[config.mk]
export PLATFORM = sky130hd
export DESIGN_NAME = control_sequencer
export DESIGN_NICKNAME = d
export VERILOG_FILES = /design/src/rtl/cpu_ctrl_pkg.sv /design/src/rtl/op_decode.sv /design/src/rtl/control_sequencer.sv
export SDC_FILE = /design/constraint.sdc
export NUM_CORES = 1
export LEC_CHECK = 0
export BUFFER_PORTS_ARGS = -buffer_cell sky130_fd_sc_hd__buf_2
export CAP_MARGIN = 20
export CORE_AREA = 2 2 46 48
export DETAILED_ROUTE_END_ITERATION = 8
export DIE_AREA = 0 0 48 50
export PLACE_DENSITY = 0.77
export SKIP_CTS_REPAIR_TIMING = 1
export SLEW_MARGIN = 20
export SYNTH_ARGS = -nofsm -noshare
export SYNTH_HDL_FRONTEND = slang
export SYNTH_SLANG_ARGS = --single-unit
[constraint.sdc]
create_clock -name clk -period 1.9 [get_ports clk]
set_clock_uncertainty 0.2 [all_clocks]
set_input_delay 0.095 -clock clk [delete_from_list [all_inputs] [get_ports clk]]
set_output_delay 0.095 -clock clk [all_outputs]
set_load 0.03 [all_outputs]
[src/rtl/cpu_ctrl_pkg.sv]
// Shared control-sequencer definitions:
// state encoding, opcodes and ALU codes.
package cpu_ctrl_pkg;

  typedef enum logic [3:0] {
    S_RST    = 4'd0,
    S_FETCH0 = 4'd1,
    S_FETCH1 = 4'd2,
    S_FETCH2 = 4'd3,
    S_T3     = 4'd4,
    S_T4     = 4'd5,
    S_T5     = 4'd6,
    S_T6     = 4'd7,
    S_T7     = 4'd8,
    S_HALT   = 4'd9
  } state_t;

  localparam logic [4:0] OP_LD   = 5'b00000;
  localparam logic [4:0] OP_LDI  = 5'b00001;
  localparam logic [4:0] OP_ST   = 5'b00010;
  localparam logic [4:0] OP_ADD  = 5'b00011;
  localparam logic [4:0] OP_SUB  = 5'b00100;
  localparam logic [4:0] OP_AND  = 5'b00101;
  localparam logic [4:0] OP_OR   = 5'b00110;
  localparam logic [4:0] OP_ADDI = 5'b01100;
  localparam logic [4:0] OP_NOP  = 5'b11010;
  localparam logic [4:0] OP_HALT = 5'b11011;

  localparam logic [3:0] ALU_NONE = 4'b0000;
  localparam logic [3:0] ALU_ADD  = 4'b0001;
  localparam logic [3:0] ALU_SUB  = 4'b0010;
  localparam logic [3:0] ALU_AND  = 4'b0011;
  localparam logic [3:0] ALU_OR   = 4'b0100;

  function automatic logic [3:0] alu_code(
    input logic [4:0] op
  );
    logic [3:0] c;
    c = ALU_NONE;
    case (op)
      OP_ADD:  c = ALU_ADD;
      OP_SUB:  c = ALU_SUB;
      OP_AND:  c = ALU_AND;
      OP_OR:   c = ALU_OR;
      default: c = ALU_NONE;
    endcase
    return c;
  endfunction

endpackage

[src/rtl/op_decode.sv]
// Opcode classifier: IR[31:27] to class flags.
// Unlisted opcodes fall into the nop class.
module op_decode
  import cpu_ctrl_pkg::*;
(
  input  logic [4:0] opcode,
  output logic       is_alu,
  output logic       is_imm,
  output logic       is_ldi,
  output logic       is_ld,
  output logic       is_st,
  output logic       is_nop,
  output logic       is_halt
);

  always_comb begin
    is_alu  = 1'b0;
    is_imm  = 1'b0;
    is_ldi  = 1'b0;
    is_ld   = 1'b0;
    is_st   = 1'b0;
    is_nop  = 1'b0;
    is_halt = 1'b0;
    unique case (1'b1)
      (opcode == OP_LD):   is_ld   = 1'b1;
      (opcode == OP_LDI):  is_ldi  = 1'b1;
      (opcode == OP_ST):   is_st   = 1'b1;
      (opcode == OP_ADD),
      (opcode == OP_SUB),
      (opcode == OP_AND),
      (opcode == OP_OR):   is_alu  = 1'b1;
      (opcode == OP_ADDI): is_imm  = 1'b1;
      (opcode == OP_HALT): is_halt = 1'b1;
      default:             is_nop  = 1'b1;
    endcase
  end

endmodule

[src/rtl/control_sequencer.sv]
// Moore control sequencer: fetch, decode and
// execute microsteps for the small CPU datapath.
module control_sequencer
  import cpu_ctrl_pkg::*;
(
  input  logic        clk,
  input  logic        reset,
  input  logic [31:0] IR,
  input  logic        mem_ready,
  input  logic        stop,
  output logic        Gra,
  output logic        Grb,
  output logic        Grc,
  output logic        Rin,
  output logic        Rout,
  output logic        BAout,
  output logic        PCout,
  output logic        PCin,
  output logic        IncPC,
  output logic        MARin,
  output logic        MDRin,
  output logic        MDRout,
  output logic        IRin,
  output logic        Yin,
  output logic        Zin,
  output logic        Zlowout,
  output logic        Cout,
  output logic        Read,
  output logic        Write,
  output logic [3:0]  alu_op,
  output logic        run
);

  state_t state, state_nxt;

  logic [4:0] op;
  logic is_alu, is_imm, is_ldi;
  logic is_ld, is_st, is_nop, is_halt;
  logic is_mem, base_addr;
  logic unused_ir;

  assign op        = IR[31:27];
  assign unused_ir = ^{IR[26:0], is_imm};
  assign is_mem    = is_ld | is_st;
  // Address-forming ops add the offset to a base register
  assign base_addr = is_mem | is_ldi;

  op_decode u_dec (
    .opcode  (op),
    .is_alu  (is_alu),
    .is_imm  (is_imm),
    .is_ldi  (is_ldi),
    .is_ld   (is_ld),
    .is_st   (is_st),
    .is_nop  (is_nop),
    .is_halt (is_halt)
  );

  always_ff @(posedge clk) begin
    if (reset) state <= S_RST;
    else       state <= state_nxt;
  end

  always_comb begin
    state_nxt = state;
    Gra = 1'b0; Grb = 1'b0; Grc = 1'b0;
    Rin = 1'b0; Rout = 1'b0; BAout = 1'b0;
    PCout = 1'b0; PCin = 1'b0; IncPC = 1'b0;
    MARin = 1'b0; MDRin = 1'b0;
    MDRout = 1'b0; IRin = 1'b0;
    Yin = 1'b0; Zin = 1'b0;
    Zlowout = 1'b0; Cout = 1'b0;
    Read = 1'b0; Write = 1'b0;
    alu_op = ALU_NONE;
    run = (state != S_RST) && (state != S_HALT);
    case (state)
      S_RST: state_nxt = S_FETCH0;
      S_FETCH0: begin
        PCout = 1'b1; MARin = 1'b1;
        IncPC = 1'b1; Zin = 1'b1;
        state_nxt = stop ? S_HALT : S_FETCH1;
      end
      S_FETCH1: begin
        Zlowout = 1'b1; PCin = 1'b1;
        Read = 1'b1; MDRin = 1'b1;
        if (mem_ready) state_nxt = S_FETCH2;
      end
      S_FETCH2: begin
        MDRout = 1'b1; IRin = 1'b1;
        unique case (1'b1)
          is_halt: state_nxt = S_HALT;
          is_nop:  state_nxt = S_FETCH0;
          default: state_nxt = S_T3;
        endcase
      end
      S_T3: begin
        Grb = 1'b1; Yin = 1'b1;
        BAout = base_addr;
        Rout  = !base_addr;
        state_nxt = S_T4;
      end
      S_T4: begin
        Zin = 1'b1;
        if (is_alu) begin
          Grc = 1'b1; Rout = 1'b1;
          alu_op = alu_code(op);
        end else begin
          Cout = 1'b1;
          alu_op = ALU_ADD;
        end
        state_nxt = S_T5;
      end
      S_T5: begin
        Zlowout = 1'b1;
        if (is_mem) begin
          MARin = 1'b1;
          state_nxt = S_T6;
        end else begin
          Gra = 1'b1; Rin = 1'b1;
          state_nxt = S_FETCH0;
        end
      end
      S_T6: begin
        MDRin = 1'b1;
        if (is_st) begin
          Gra = 1'b1; Rout = 1'b1;
          state_nxt = S_T7;
        end else begin
          Read = 1'b1;
          if (mem_ready) state_nxt = S_T7;
        end
      end
      S_T7: begin
        if (is_st) begin
          Write = 1'b1;
          if (mem_ready) state_nxt = S_FETCH0;
        end else begin
          MDRout = 1'b1; Gra = 1'b1; Rin = 1'b1;
          state_nxt = S_FETCH0;
        end
      end
      S_HALT: state_nxt = S_HALT;
      default: state_nxt = S_RST;
    endcase
  end

endmodule

==> Yosys cells after proc, flatten, opt, wreduce, memory -nomap -nowiden <==
Index checks and enable logic that the tools add are counted.
{ "word_totals": {"regBits": 4, "input_bits": 36, "out_inout_bits": 24, "wordCells": 76} }
{ "classes": {"n_eq_ne": 21, "n_mux": 41, "bitwise_logic": 2, "n_reduce_logical": 11} }
{ "ops": {"columns": ["cell", "count"], "rows": [
  ["case mux 4 bit (10 select lines)", 1],
  ["2-to-1 mux 4 bit", 8],
  ["2-to-1 mux 1 bit", 23],
  ["== test 4 x 3 -> 1 bit, second input constant", 4],
  ["== test 5 x 3 -> 1 bit, second input constant", 3],
  ["case mux 3 bit (4 select lines)", 1],
  ["== test 5 x 2 -> 1 bit, second input constant", 2],
  ["OR reduction 9 bit", 1],
  ["== test 4 x 2 -> 1 bit, second input constant", 2],
  ["== test 4 bit, second input constant", 2],
  ["case mux 1 bit (2 select lines)", 4],
  ["case mux 4 bit (2 select lines)", 1],
  ["inequality test 3 bit, second input constant", 2],
  ["case mux 1 bit (3 select lines)", 2],
  ["OR reduction 2 bit", 3],
  ["== test 5 x 1 -> 1 bit, second input constant", 1],
  ["== test 5 x 4 -> 1 bit, second input constant", 1],
  ["== test 5 bit, second input constant", 1],
  ["logical NOT 5 bit", 1],
  ["== test 4 x 1 -> 1 bit, second input constant", 1],
  ["logical NOT 4 bit", 1],
  ["inequality test 4 bit, second input constant", 1],
  ["nonzero test 4 bit", 1],
  ["OR reduction 4 bit", 1],
  ["6 further kinds", 7]
]} }

==> Longest topological paths before layout <==
{ "logic_depth": {"depth_word": 6, "ltp_mapped": 6} }

==> Modules after synthesis <==
Synthesis repeated with hierarchy kept, for this count alone.
{ "hier_totals": {"hier_cells": 105, "hier_area_um2": 698.2} }
{ "modules_own_cells": {"columns": ["module", "instances", "cells_each", "area_each_um2", "seq_area_each_um2"], "rows": [
  ["control_sequencer", 1, 90, 586.8, 80.1],
  ["op_decode", 1, 15, 111.4, 0.0]
]} }

==> Worst setup path before layout <==
Ideal clock, no wire load.
{ "synth_path": {"path_kind": "reg-to-output", "start": "reg state[3]", "end": "out BAout", "arrival_time_ps": 1829, "required_time_ps": 1605, "path_slack_ps": -224, "stages_incl_launch_ff": 5, "n_path_buf": 1, "path_cell_list": "dfxtp_1 clkbuf_1 nand2b_1 nor3_1 and3_1"} }
{ "synth_between": {"elab_chain_len": 2} }
{ "synth_lines": {"columns": ["item", "line", "source"], "rows": [
  ["start, declared", "control_sequencer.sv:34", "state_t state, state_nxt;"],
  ["start signal, assigned", "control_sequencer.sv:61", "else state <= state_nxt;"],
  ["== test 4 x 3 -> 1 bit", "control_sequencer.sv:76", "case (state)"],
  ["2-to-1 mux 1 bit", "control_sequencer.sv:76", null],
  ["end, declared", "control_sequencer.sv:16", "output logic BAout,"]
]} }
Every way passes these cells.

==> Final worst setup path <==
{ "layout_path": {"start": "reg state[1]", "end": "out Gra"} }
{ "layout_between": {"elab_chain_len": 2, "elab_cells_between_ends": 4} }
{ "layout_lines": {"columns": ["item", "line", "source"], "rows": [
  ["== test 4 bit or == test 4 x 3 -> 1 bit (tied branches)", "control_sequencer.sv:76", null],
  ["case mux 1 bit (3 select lines) *", "control_sequencer.sv:76", null],
  ["end, declared", "control_sequencer.sv:11", "output logic Gra,"]
]} }
Mark *: on every way between the ends. The rest lies on a longest branch, timed or not.

==> results.json <==
{
  "areaGrowthSynthToFinish_pct": 32.9,
  "syn_nets": 143,
  "die_w_um": 48,
  "maxCapViolations": 0,
  "grtUsageTotal_pct": 14.7,
  "dr.pass1.iters": 5,
  "cp_data_required_time_ns": 1.60,
  "critical_path.max_fanout": 8,
  "std_cell_rows": 16,
  "insertion_delay_ns": 0.23,
  "ys_seq_area_share_pct": 11.4,
  "status": "complete, no violations",
  "synth.most_common_cell": "nor2_1",
  "min_period_ns": 1.86,
  "final_hold_viol_count": 0,
  "end_kind": "primary output",
  "grt_pass1_wl_mm": 2.68,
  "largest-register": "state",
  "nets": 176,
  "reg_top3": "state (4)",
  "largest_reg_flops": 4,
  "ant_nets": 0,
  "start_util_pct": 36.8,
  "powerDensity_nw_per_um2": 493,
  "gp_congestion": 0.888,
  "vias_per_cell": 5.16,
  "yosysTopAreaCellShare_pct": 11.4,
  "setup_viol": 0,
  "use_met1_pct": 17.9,
  "drc": 0,
  "drt_iter0_markers": 30,
  "cts_tree": "done",
  "multiInputGateArea_um2": 547,
  "avgSynthCellArea_um2": 6.55,
  "grt_overflow": 0,
  "core_area_um2": 1900,
  "r2r_slack_ns": 0.24,
  "power.internal_uw": 253,
  "vdd_drop_max_v": 0.000280,
  "grt_pass1_vias": 679,
  "n_antenna_cell": 0,
  "cts_buffers": 3,
  "arrival_ns": 1.56,
  "p_leak_nw": 0.451,
  "synth_edf_count": 0,
  "criticalPathCategory": "reg2out",
  "synth_cells": 107,
  "ys_warn_count": 0,
  "cts_root_buf": "clkbuf_4",
  "cts_max_level": 1,
  "power_uw": 459,
  "drt_wl_total_mm": 1.82,
  "vias": 852,
  "grt_max_degree": 15,
  "place_hpwl_mm": 1.41,
  "synth_area_um2": 701,
  "comb_power_share_pct": 54.8,
  "crit_chain": "or2b_2 -> o22a_2 -> o22ai_1 -> buf_4",
  "drive_gt1_share_pct": 42.8,
  "port_buffers": 31,
  "clk_pin_slew_ns": 0.04,
  "yosysTopAreaCell": "dfxtp_1",
  "slowest_stage": "dfxtp_4",
  "yosys.cell_types.count": 43,
  "max_freq_mhz": 539,
  "min_period_over_period_pct": 97.7,
  "cpPeakStageDelay_ns": 0.38,
  "synth_common_cells": "nor2_1, nand2_1, nor3_1, a21oi_1, clkbuf_1",
  "seq_power_share_pct": 22.5,
  "p_sw_uw": 206,
  "fillers": 187,
  "tns_ns": 0,
  "met2_usage_pct": 24.9,
  "startpoint_type": "register",
  "fp.dieArea_um2": 2400,
  "cts_max_path_buffers": 2,
  "busiest_layer": "met2",
  "ys_top_cells_by_area": "dfxtp_1, nor2_1, nor3_1",
  "rsz0062_at_grt": "true",
  "p_sw_share_pct": 44.9,
  "ys_ff_latch": 4,
  "antenna_found_initial": 0,
  "report.final.slew_viol_count": 0,
  "cts.sinks": 4,
  "dieHeight_um": 50,
  "seq_area_um2": 86.3,
  "clock_power_share_pct": 22.7,
  "synth_async_sr_flop_share_pct": 0,
  "ys.flop_type": "dfxtp_1",
  "ios": 60,
  "grt_use_met3_pct": 4.40,
  "hp-class": "in2reg",
  "wl_per_cell_um": 11.0
}
-- worst paths after layout --
kind / to / cells after the start / from
worst min register to register: state[3] / 3 / state[3]
worst max-delay path: Gra / 4 / state[1]
worst max register to register: state[1] / 5 / state[1]
worst min-delay path: state[0] / 4 / stop
-- power groups by stage --
stage	clock, mW	sequential (mW)	combinational (mW)
final	0.104	0.103	0.252
after global routing	0.118	0.105	0.275
after CTS	0.110	0.102	0.245
after detailed placement	0	0.103	0.244
after global placement	0	0.103	0.241
after floorplan	0	0.0965	0.198
-- cells in the final DEF, fill, tap and decap left out, drive strengths merged, types with 2 or more instances in the layout --
| master | instances |
|---|---|
| a21oi | 6 |
| nor3 | 9 |
| inv | 3 |
| nand2 | 11 |
| xor2 | 2 |
| nor2b | 3 |
| buf | 38 |
| clkbuf | 3 |
| dlygate4sd3 | 2 |
| nand3 | 2 |
| dfxtp | 4 |
| a32oi | 2 |
| nand2b | 3 |
| nand3b | 2 |
| and3 | 2 |
| o21ai | 5 |
| nor2 | 18 |
-- final cells by class --
| class | count | share of cell area (%) |
|---|---|---|
| Multi-Input combinational cell | 88 | 58.7 |
| Tap cell | 27 | 3.63 |
| Timing Repair Buffer | 40 | 24.7 |
| Inverter | 3 | 1.21 |
| Clock buffer | 3 | 2.42 |
| Sequential cell | 4 | 9.27 |
-- through the flow --
| step | instance area, um2 | util [%] | cells | hold slack [ns] | worst slack [ns] |
|---|---|---|---|---|---|
| floorplan | 706 | - | 107 | 0.0499 | -0.224 |
| global placement | 867 | 45.6 | 160 | 0.231 | 0.0839 |
| detailed placement | 867 | 45.6 | 160 | 0.227 | 0.0771 |
| CTS | 890 | 46.8 | 163 | -0.0167 | -0.0886 |
| global route | 931 | 48.9 | 165 | 0.134 | -0.0179 |
| finish | 931 | 48.9 | 165 | 0.0818 | 0.0431 |
-- kinds of logic (layout without fill, tap and decap cells) --
logic type | count (synthesis) | after routing | synth area share, %
mux | 2 | 2 | 3.57
other cells | 1 | 1 | 0.535
flops | 4 | 4 | 11.4
xor+xnor | 3 | 3 | 3.75
compound gates | 25 | 25 | 26.1
buf+inv | 15 | 46 | 13.0
simple gates | 57 | 57 | 41.6
-- metal layers --
metal | vias up | share of wire (%)
li1 | 437 | -
met2 | 30 | 49
met4 | 0 | 0
met1 | 385 | 47
met5 | - | 0
met3 | 0 | 4.3
-- critical path: cells and delay by family, from the launching register on --
family / cells / cell delay [ns]
AOI/OAI and AO/OA: 2 / 0.42
buffers and inverters: 1 / 0.19
DFF: 1 / 0.38
and+or+nand+nor: 1 / 0.34
(Power assumes the default switching activity.)
